--- config.mk ---
export PLATFORM = sky130hd
export DESIGN_NAME = mult_div_unit_flat
export DESIGN_NICKNAME = d
export VERILOG_FILES = /design/src/rtl/mult_div_unit_if.sv /design/src/rtl/mult_div_unit.sv /design/src/flat_wrapper.sv
export SDC_FILE = /design/constraint.sdc
export NUM_CORES = 1
export LEC_CHECK = 0
export CAP_MARGIN = 30
export CORE_MARGIN = 4
export CORE_UTILIZATION = 27
export CTS_BUF_LIST = sky130_fd_sc_hd__clkbuf_2 sky130_fd_sc_hd__clkbuf_4 sky130_fd_sc_hd__clkbuf_8
export DETAILED_ROUTE_END_ITERATION = 10
export PLACE_DENSITY_LB_ADDON = 0.08
export SETUP_SLACK_MARGIN = 0.05
export SLEW_MARGIN = 15
export SYNTH_ARGS = -nofsm -noshare
export SYNTH_HDL_FRONTEND = slang
export SYNTH_SLANG_ARGS = --single-unit
--- constraint.sdc ---
create_clock -name clk -period 3.9 [get_ports clk]
set_input_delay 0.585 -clock clk [delete_from_list [all_inputs] [get_ports clk]]
set_output_delay 0.585 -clock clk [all_outputs]
set_load 0.05 [all_outputs]
--- src/rtl/mult_div_unit_if.sv ---
// rtl/mult_div_unit_if.sv - issue/result bundle between the execute datapath and the multiply/divide unit
//
// Purpose: groups the operand issue, MTHI/MTLO write and HI/LO result signals of
// mult_div_unit so the datapath connects through a single port.
// Signals:
//   start, op, rs_data, rt_data : operation issue (op 00 MULTU, 01 MULT, 10 DIVU, 11 DIV)
//   mthi, mtlo, wdata           : direct HI/LO writes
//   busy, done, div_by_zero     : status back to the control FSM
//   hi, lo                      : architectural HI/LO registers
// Modports: master = datapath/issuer, slave = mult_div_unit.
interface mult_div_unit_if #(
  parameter int WIDTH = 32
);
  logic             start;
  logic [1:0]       op;
  logic [WIDTH-1:0] rs_data;
  logic [WIDTH-1:0] rt_data;
  logic             mthi;
  logic             mtlo;
  logic [WIDTH-1:0] wdata;
  logic             busy;
  logic             done;
  logic             div_by_zero;
  logic [WIDTH-1:0] hi;
  logic [WIDTH-1:0] lo;

  modport master (
    output start, op, rs_data, rt_data, mthi, mtlo, wdata,
    input  busy, done, div_by_zero, hi, lo
  );

  modport slave (
    input  start, op, rs_data, rt_data, mthi, mtlo, wdata,
    output busy, done, div_by_zero, hi, lo
  );
endinterface

--- src/rtl/mult_div_unit.sv ---
// rtl/mult_div_unit.sv - iterative multiply/divide unit owning the HI/LO registers
//
// Purpose: radix-2 shift-add multiplier and restoring divider, one bit per clock,
// fixed latency of WIDTH+1 edges from an accepted start to the done pulse.
// Ports:
//   clk     : rising-edge clock
//   reset_n : asynchronous active-low reset
//   bus     : mult_div_unit_if slave (issue, MTHI/MTLO, busy/done/div_by_zero, hi/lo)
module mult_div_unit #(
  parameter int WIDTH = 32
) (
  input  logic           clk,
  input  logic           reset_n,
  mult_div_unit_if.slave bus
);

  localparam int CW = $clog2(WIDTH) + 1;

  typedef enum logic [1:0] {S_IDLE, S_MUL, S_DIV, S_FIX} state_t;

  state_t             r_state;
  state_t             w_next;
  logic [2*WIDTH-1:0] r_acc;      // MUL: {partial product, multiplier}; DIV: {remainder, quotient}
  logic [WIDTH-1:0]   r_opnd;     // multiplicand / divisor magnitude
  logic [CW-1:0]      r_cnt;
  logic               r_neg_lo;   // negate product or quotient
  logic               r_neg_hi;   // negate remainder (dividend sign)
  logic               r_is_div;
  logic               r_dz;
  logic [WIDTH-1:0]   r_rs_raw;   // dividend as issued, returned in HI on divide-by-zero
  logic [WIDTH-1:0]   r_hi;
  logic [WIDTH-1:0]   r_lo;
  logic               r_done;
  logic               r_dz_out;

  logic               w_accept;
  logic               w_last;
  logic               w_rs_neg;
  logic               w_rt_neg;
  logic [WIDTH-1:0]   w_rs_mag;
  logic [WIDTH-1:0]   w_rt_mag;
  logic [WIDTH:0]     w_mul_sum;
  logic [2*WIDTH-1:0] w_mul_next;
  logic [WIDTH:0]     w_shift;
  logic [WIDTH:0]     w_trial;
  logic [2*WIDTH-1:0] w_div_next;
  logic [2*WIDTH-1:0] w_prod;
  logic [WIDTH-1:0]   w_fix_hi;
  logic [WIDTH-1:0]   w_fix_lo;

  // A start coinciding with the done pulse is refused so the issuer always sees
  // the completed result before the next operation begins.
  assign w_accept = (r_state == S_IDLE) && bus.start && !r_done;
  assign w_last   = (r_cnt == CW'(WIDTH - 1));

  assign w_rs_neg = bus.op[0] & bus.rs_data[WIDTH-1];
  assign w_rt_neg = bus.op[0] & bus.rt_data[WIDTH-1];
  assign w_rs_mag = w_rs_neg ? -bus.rs_data : bus.rs_data;
  assign w_rt_mag = w_rt_neg ? -bus.rt_data : bus.rt_data;

  // Shift-add: add multiplicand into the upper half when the multiplier LSB is
  // set, then shift the whole accumulator (with carry) right by one.
  assign w_mul_sum  = {1'b0, r_acc[2*WIDTH-1:WIDTH]} + (r_acc[0] ? {1'b0, r_opnd} : '0);
  assign w_mul_next = {w_mul_sum, r_acc[WIDTH-1:1]};

  // Restoring step: shift the next dividend bit into the remainder and keep the
  // subtraction only when it does not borrow.
  assign w_shift    = r_acc[2*WIDTH-1:WIDTH-1];
  assign w_trial    = w_shift - {1'b0, r_opnd};
  assign w_div_next = w_trial[WIDTH] ? {w_shift[WIDTH-1:0], r_acc[WIDTH-2:0], 1'b0}
                                     : {w_trial[WIDTH-1:0], r_acc[WIDTH-2:0], 1'b1};

  assign w_prod = r_neg_lo ? -r_acc : r_acc;

  always_comb begin
    w_fix_hi = w_prod[2*WIDTH-1:WIDTH];
    w_fix_lo = w_prod[WIDTH-1:0];
    if (r_is_div) begin
      if (r_dz) begin
        w_fix_hi = r_rs_raw;
        w_fix_lo = '1;
      end else begin
        w_fix_hi = r_neg_hi ? -r_acc[2*WIDTH-1:WIDTH] : r_acc[2*WIDTH-1:WIDTH];
        w_fix_lo = r_neg_lo ? -r_acc[WIDTH-1:0] : r_acc[WIDTH-1:0];
      end
    end
  end

  always_comb begin
    w_next = r_state;
    case (r_state)
      S_IDLE:  if (w_accept) w_next = bus.op[1] ? S_DIV : S_MUL;
      S_MUL:   if (w_last) w_next = S_FIX;
      S_DIV:   if (w_last) w_next = S_FIX;
      S_FIX:   w_next = S_IDLE;
      default: w_next = S_IDLE;
    endcase
  end

  always_ff @(posedge clk or negedge reset_n) begin
    if (!reset_n) r_state <= S_IDLE;
    else          r_state <= w_next;
  end

  always_ff @(posedge clk or negedge reset_n) begin
    if (!reset_n) begin
      r_acc    <= '0;
      r_opnd   <= '0;
      r_cnt    <= '0;
      r_neg_lo <= 1'b0;
      r_neg_hi <= 1'b0;
      r_is_div <= 1'b0;
      r_dz     <= 1'b0;
      r_rs_raw <= '0;
      r_hi     <= '0;
      r_lo     <= '0;
      r_done   <= 1'b0;
      r_dz_out <= 1'b0;
    end else begin
      r_done   <= 1'b0;
      r_dz_out <= 1'b0;
      case (r_state)
        S_IDLE: begin
          if (w_accept) begin
            r_acc    <= {{WIDTH{1'b0}}, w_rs_mag};
            r_opnd   <= w_rt_mag;
            r_cnt    <= '0;
            r_neg_lo <= w_rs_neg ^ w_rt_neg;
            r_neg_hi <= w_rs_neg;
            r_is_div <= bus.op[1];
            r_dz     <= bus.op[1] && (bus.rt_data == '0);
            r_rs_raw <= bus.rs_data;
          end else if (!bus.start) begin
            if (bus.mthi) r_hi <= bus.wdata;
            if (bus.mtlo) r_lo <= bus.wdata;
          end
        end
        S_MUL: begin
          r_acc <= w_mul_next;
          r_cnt <= r_cnt + 1'b1;
        end
        S_DIV: begin
          r_acc <= w_div_next;
          r_cnt <= r_cnt + 1'b1;
        end
        S_FIX: begin
          r_hi     <= w_fix_hi;
          r_lo     <= w_fix_lo;
          r_done   <= 1'b1;
          r_dz_out <= r_dz;
        end
        default: ;
      endcase
    end
  end

  assign bus.busy        = (r_state != S_IDLE);
  assign bus.done        = r_done;
  assign bus.div_by_zero = r_dz_out;
  assign bus.hi          = r_hi;
  assign bus.lo          = r_lo;

endmodule
--- src/flat_wrapper.sv ---
// flat-port wrapper written by rule: the top's interface ports become plain ports
module mult_div_unit_flat 
#(
  parameter int WIDTH = 32
)
  (clk, reset_n, bus_start, bus_op, bus_rs_data, bus_rt_data, bus_mthi, bus_mtlo, bus_wdata, bus_busy, bus_done, bus_div_by_zero, bus_hi, bus_lo);
  mult_div_unit_if #(.WIDTH(WIDTH)) bus_i ();
  input  logic clk;
  input  logic reset_n;
  input wire logic [$bits(bus_i.start)-1:0] bus_start;
  input wire logic [$bits(bus_i.op)-1:0] bus_op;
  input wire logic [$bits(bus_i.rs_data)-1:0] bus_rs_data;
  input wire logic [$bits(bus_i.rt_data)-1:0] bus_rt_data;
  input wire logic [$bits(bus_i.mthi)-1:0] bus_mthi;
  input wire logic [$bits(bus_i.mtlo)-1:0] bus_mtlo;
  input wire logic [$bits(bus_i.wdata)-1:0] bus_wdata;
  output wire logic [$bits(bus_i.busy)-1:0] bus_busy;
  output wire logic [$bits(bus_i.done)-1:0] bus_done;
  output wire logic [$bits(bus_i.div_by_zero)-1:0] bus_div_by_zero;
  output wire logic [$bits(bus_i.hi)-1:0] bus_hi;
  output wire logic [$bits(bus_i.lo)-1:0] bus_lo;
  assign bus_i.start = bus_start;
  assign bus_i.op = bus_op;
  assign bus_i.rs_data = bus_rs_data;
  assign bus_i.rt_data = bus_rt_data;
  assign bus_i.mthi = bus_mthi;
  assign bus_i.mtlo = bus_mtlo;
  assign bus_i.wdata = bus_wdata;
  assign bus_busy = bus_i.busy;
  assign bus_done = bus_i.done;
  assign bus_div_by_zero = bus_i.div_by_zero;
  assign bus_hi = bus_i.hi;
  assign bus_lo = bus_i.lo;
  mult_div_unit #(.WIDTH(WIDTH)) u_core (.clk(clk), .reset_n(reset_n), .bus(bus_i));
endmodule
==> impl_metrics.ini <==
[final_layout]
nets = 2492
drive_gt1_frac = 0.0902
fillers = 6427
syn_to_final_growth_pct = 23.4
post-route-util = 0.338

[worst_setup_path]
worst-setup-path-type = reg -> reg
crit_fanout = 5
regToRegSetupSlack_ns = 0.16
r2r-start = u_core.r_acc[29]$_DFFE_PN0P_
required_ns = 4.43
cp.arrival_ns = 4.26
cp-start-kind = flop
end_kind = flop
worstRegToRegCells = 9
reg2reg_to = u_core.bus.hi[29]$_DFFE_PN0P_

[clock_network]
clkSinkCount = 206
cts_tree = done
clk_pin_slew_ns = 0.06
postCtsSetupRepairBufs = 0
insertion_delay_ns = 0.63
cts-root-buf = clkbuf_8
cts_max_path_buffers = 3
cts_buffers = 44
h-tree-depth = 2
ctsHoldBuffers = 0

[synth]
synth_top_cells_by_count = 331 x nand2_1, 218 x o21ai_0, 206 x dfrtp_1, 162 x nor2_1, 145 x a21oi_1
yosysWarnings = 0
yosysSeqAreaShare = 0.310
postSynth.asyncResetShare = 1.00
synth_area_sq_mm = 0.0166
synth_area_leaders = dfrtp_1 31%, nand2_1 7.5%, o21ai_0 6.6%, xnor2_1 5.7%, ha_1 5.6%
ys_ff_latch = 206
synth_edf_count = 0
synth_largest_area_cell = dfrtp_1
synth_most_common_cell = nand2_1
synth_top_area_share = 0.310
syn_area_per_cell_sq_um = 7.75
synth.net_count = 2321
netlist_instances = 2142
synth_flop_cell = dfrtp_1
synth_cell_types = 73

[place]
io_buffers = 169
preCtsSetupSlack_ns = 0.00221
place_congestion = 0.915
dp_hpwl_mm = 56.2

[sta]
period_share = 0.958
finalHoldViolations = 0
finalCriticalPeriod_ns = 3.74
rsz0062_at_grt = true
fin_ws_ns = 0.162
finalClockSkew_ns = 0.0250
relSlewSlack = 0.336
setup_viol = 0
tns_ns = 0
max_freq_ghz = 0.268
maxSlewViolCount = 0
tightest_slew_ns = 0.996

[grt]
grt_pass1_wl_mm = 108
grt_max_degree = 111
antenna_found_initial = 1
grt-ovfl-total = 0
grt_usage = 0.213
grt_pass1_vias = 16300

[power_and_ir_drop]
p_leak_nw = 8.67
cellPowerDensity_mw_per_mm2 = 1020
max-vdd-ir-drop_v = 0.000573

[routing]
wl_per_cell_um = 23.4
via_per_inst = 5.45
wl_mm = 73.1
drt_iter0_drc = 1453
vias = 17000
dr.pass1.iters = 6
drc = 0
ant_nets = 0

[run_status]
status = finished clean

[floorplanning]
rows = 90
initial_core_util = 0.274
core_sq_mm = 0.0606
dieArea_sq_mm = 0.0655
die_w_um = 256
io_pins = 170
die_h_um = 256

[hold_path]
min_path_type = in -> async

[flow_run]
drv_cap = 0
metrics by stage:
| step | instances | area [sq um] | hold slack (ns) | total power [W] |
|---|---|---|---|---|
| final | 3123 | 20500 | 0.0314 | 0.0210 |
| after global routing | 3123 | 20500 | 0.0824 | 0.0225 |
| after CTS | 3122 | 20500 | 0.0424 | 0.0209 |
| after detailed placement | 3049 | 19600 | 0.470 | 0.0183 |
| after global placement | 3049 | 19600 | 0.462 | 0.0183 |
| after floorplan | 2142 | 16600 | 0.289 | 0.0131 |
power breakdown:
part           internal [W]  switching [W]
registers           0.00314        0.00105
clock network       0.00145        0.00111
logic               0.00498        0.00926
cell families after synthesis:
kind of cell / count (synthesis) / share of synthesized area
compound gates: 708 / 0.270
xor+xnor: 178 / 0.0939
fa+ha+maj: 76 / 0.0582
buf+inv: 226 / 0.0526
flops: 206 / 0.310
mux: 39 / 0.0238
simple gates: 709 / 0.191
sequential cells by signal, summed over array words and instances, names as in the netlist:
register	flops
u_core.r_neg_lo	1
u_core.r_acc	64
u_core.r_cnt	6
u_core.r_state	2
u_core.bus.div_by_zero	1
u_core.bus.hi	32
u_core.bus.lo	32
u_core.r_neg_hi	1
u_core.bus.done	1
u_core.r_is_div	1
u_core.r_opnd	32
u_core.r_rs_raw	32
u_core.r_dz	1
critical path, stage by stage (launching register included):
cell,delay [ns]
dfrtp_1,0.53
nor4_1,0.81
nand4b_1,0.25
or2_2,0.39
or4_4,0.55
o31ai_1,0.26
xnor2_1,0.10
o21ai_1,0.43
a21oi_1,0.15
a21o_1,0.17
area by class of cell:
cell class / instances / area, sq um / share of cell area
well taps: 782 / 978 / 0.0477
diodes: 1 / 2.50 / 0.000122
multi-input cells: 1710 / 10600 / 0.519
inverters: 78 / 293 / 0.0143
clock inverters: 7 / 111 / 0.00543
repair buffers: 273 / 2500 / 0.122
clock buffers: 66 / 808 / 0.0394
flip-flops and latches: 206 / 5160 / 0.252
per-layer routing:
layer / track usage / part of all wire
met5: 0 / 0
met4: 0.0591 / 0.027
met3: 0.0448 / 0.063
met2: 0.317 / 0.43
met1: 0.313 / 0.48
worst max-delay path by stage:
stage / startpoint / to / depth (start not counted)
2_1_floorplan: u_core.r_acc[53]$_DFFE_PN0P_ / u_core.r_acc[44]$_DFFE_PN0P_ / 11
3_3_place_gp: u_core.r_acc[23]$_DFFE_PN0P_ / u_core.bus.hi[29]$_DFFE_PN0P_ / 9
3_5_place_dp: u_core.r_acc[9]$_DFFE_PN0P_ / u_core.bus.hi[29]$_DFFE_PN0P_ / 9
4_1_cts: u_core.r_acc[9]$_DFFE_PN0P_ / u_core.bus.hi[29]$_DFFE_PN0P_ / 9
5_1_grt: u_core.r_acc[9]$_DFFE_PN0P_ / u_core.bus.hi[29]$_DFFE_PN0P_ / 9
6_report: u_core.r_acc[29]$_DFFE_PN0P_ / u_core.bus.hi[29]$_DFFE_PN0P_ / 9
layout by cell type, fill, tap and decap left out, types with 12 or more instances in the layout:
master,count
a31oi_1,26
nand2b_1,20
o31ai_1,51
a221oi_1,28
nor2b_1,12
a22oi_1,24
clkbuf_8,50
xor2_1,69
o21ai_0,216
a21o_1,37
clkdlybuf4s50_1,168
inv_1,75
o22ai_1,34
ha_1,73
dfrtp_1,204
or4_1,14
nand3_1,35
a211oi_1,13
nor2_1,161
xnor2_1,109
mux2i_1,34
nor4_1,25
nor3_1,34
a21oi_1,142
nand2_1,331
o21a_1,15
buf_4,102
or3_1,15
clkbuf_4,16
o211ai_1,33
what timing repair did:
| item | 4_1_cts | 5_1_grt |
|---|---|---|
| hold endpoints to repair | 0 | 0 |
| setup endpoints to repair | 1 | 7 |
| gates resized for setup | 1 | 4 |
Note: power is estimated with default switching activity, not from simulation.
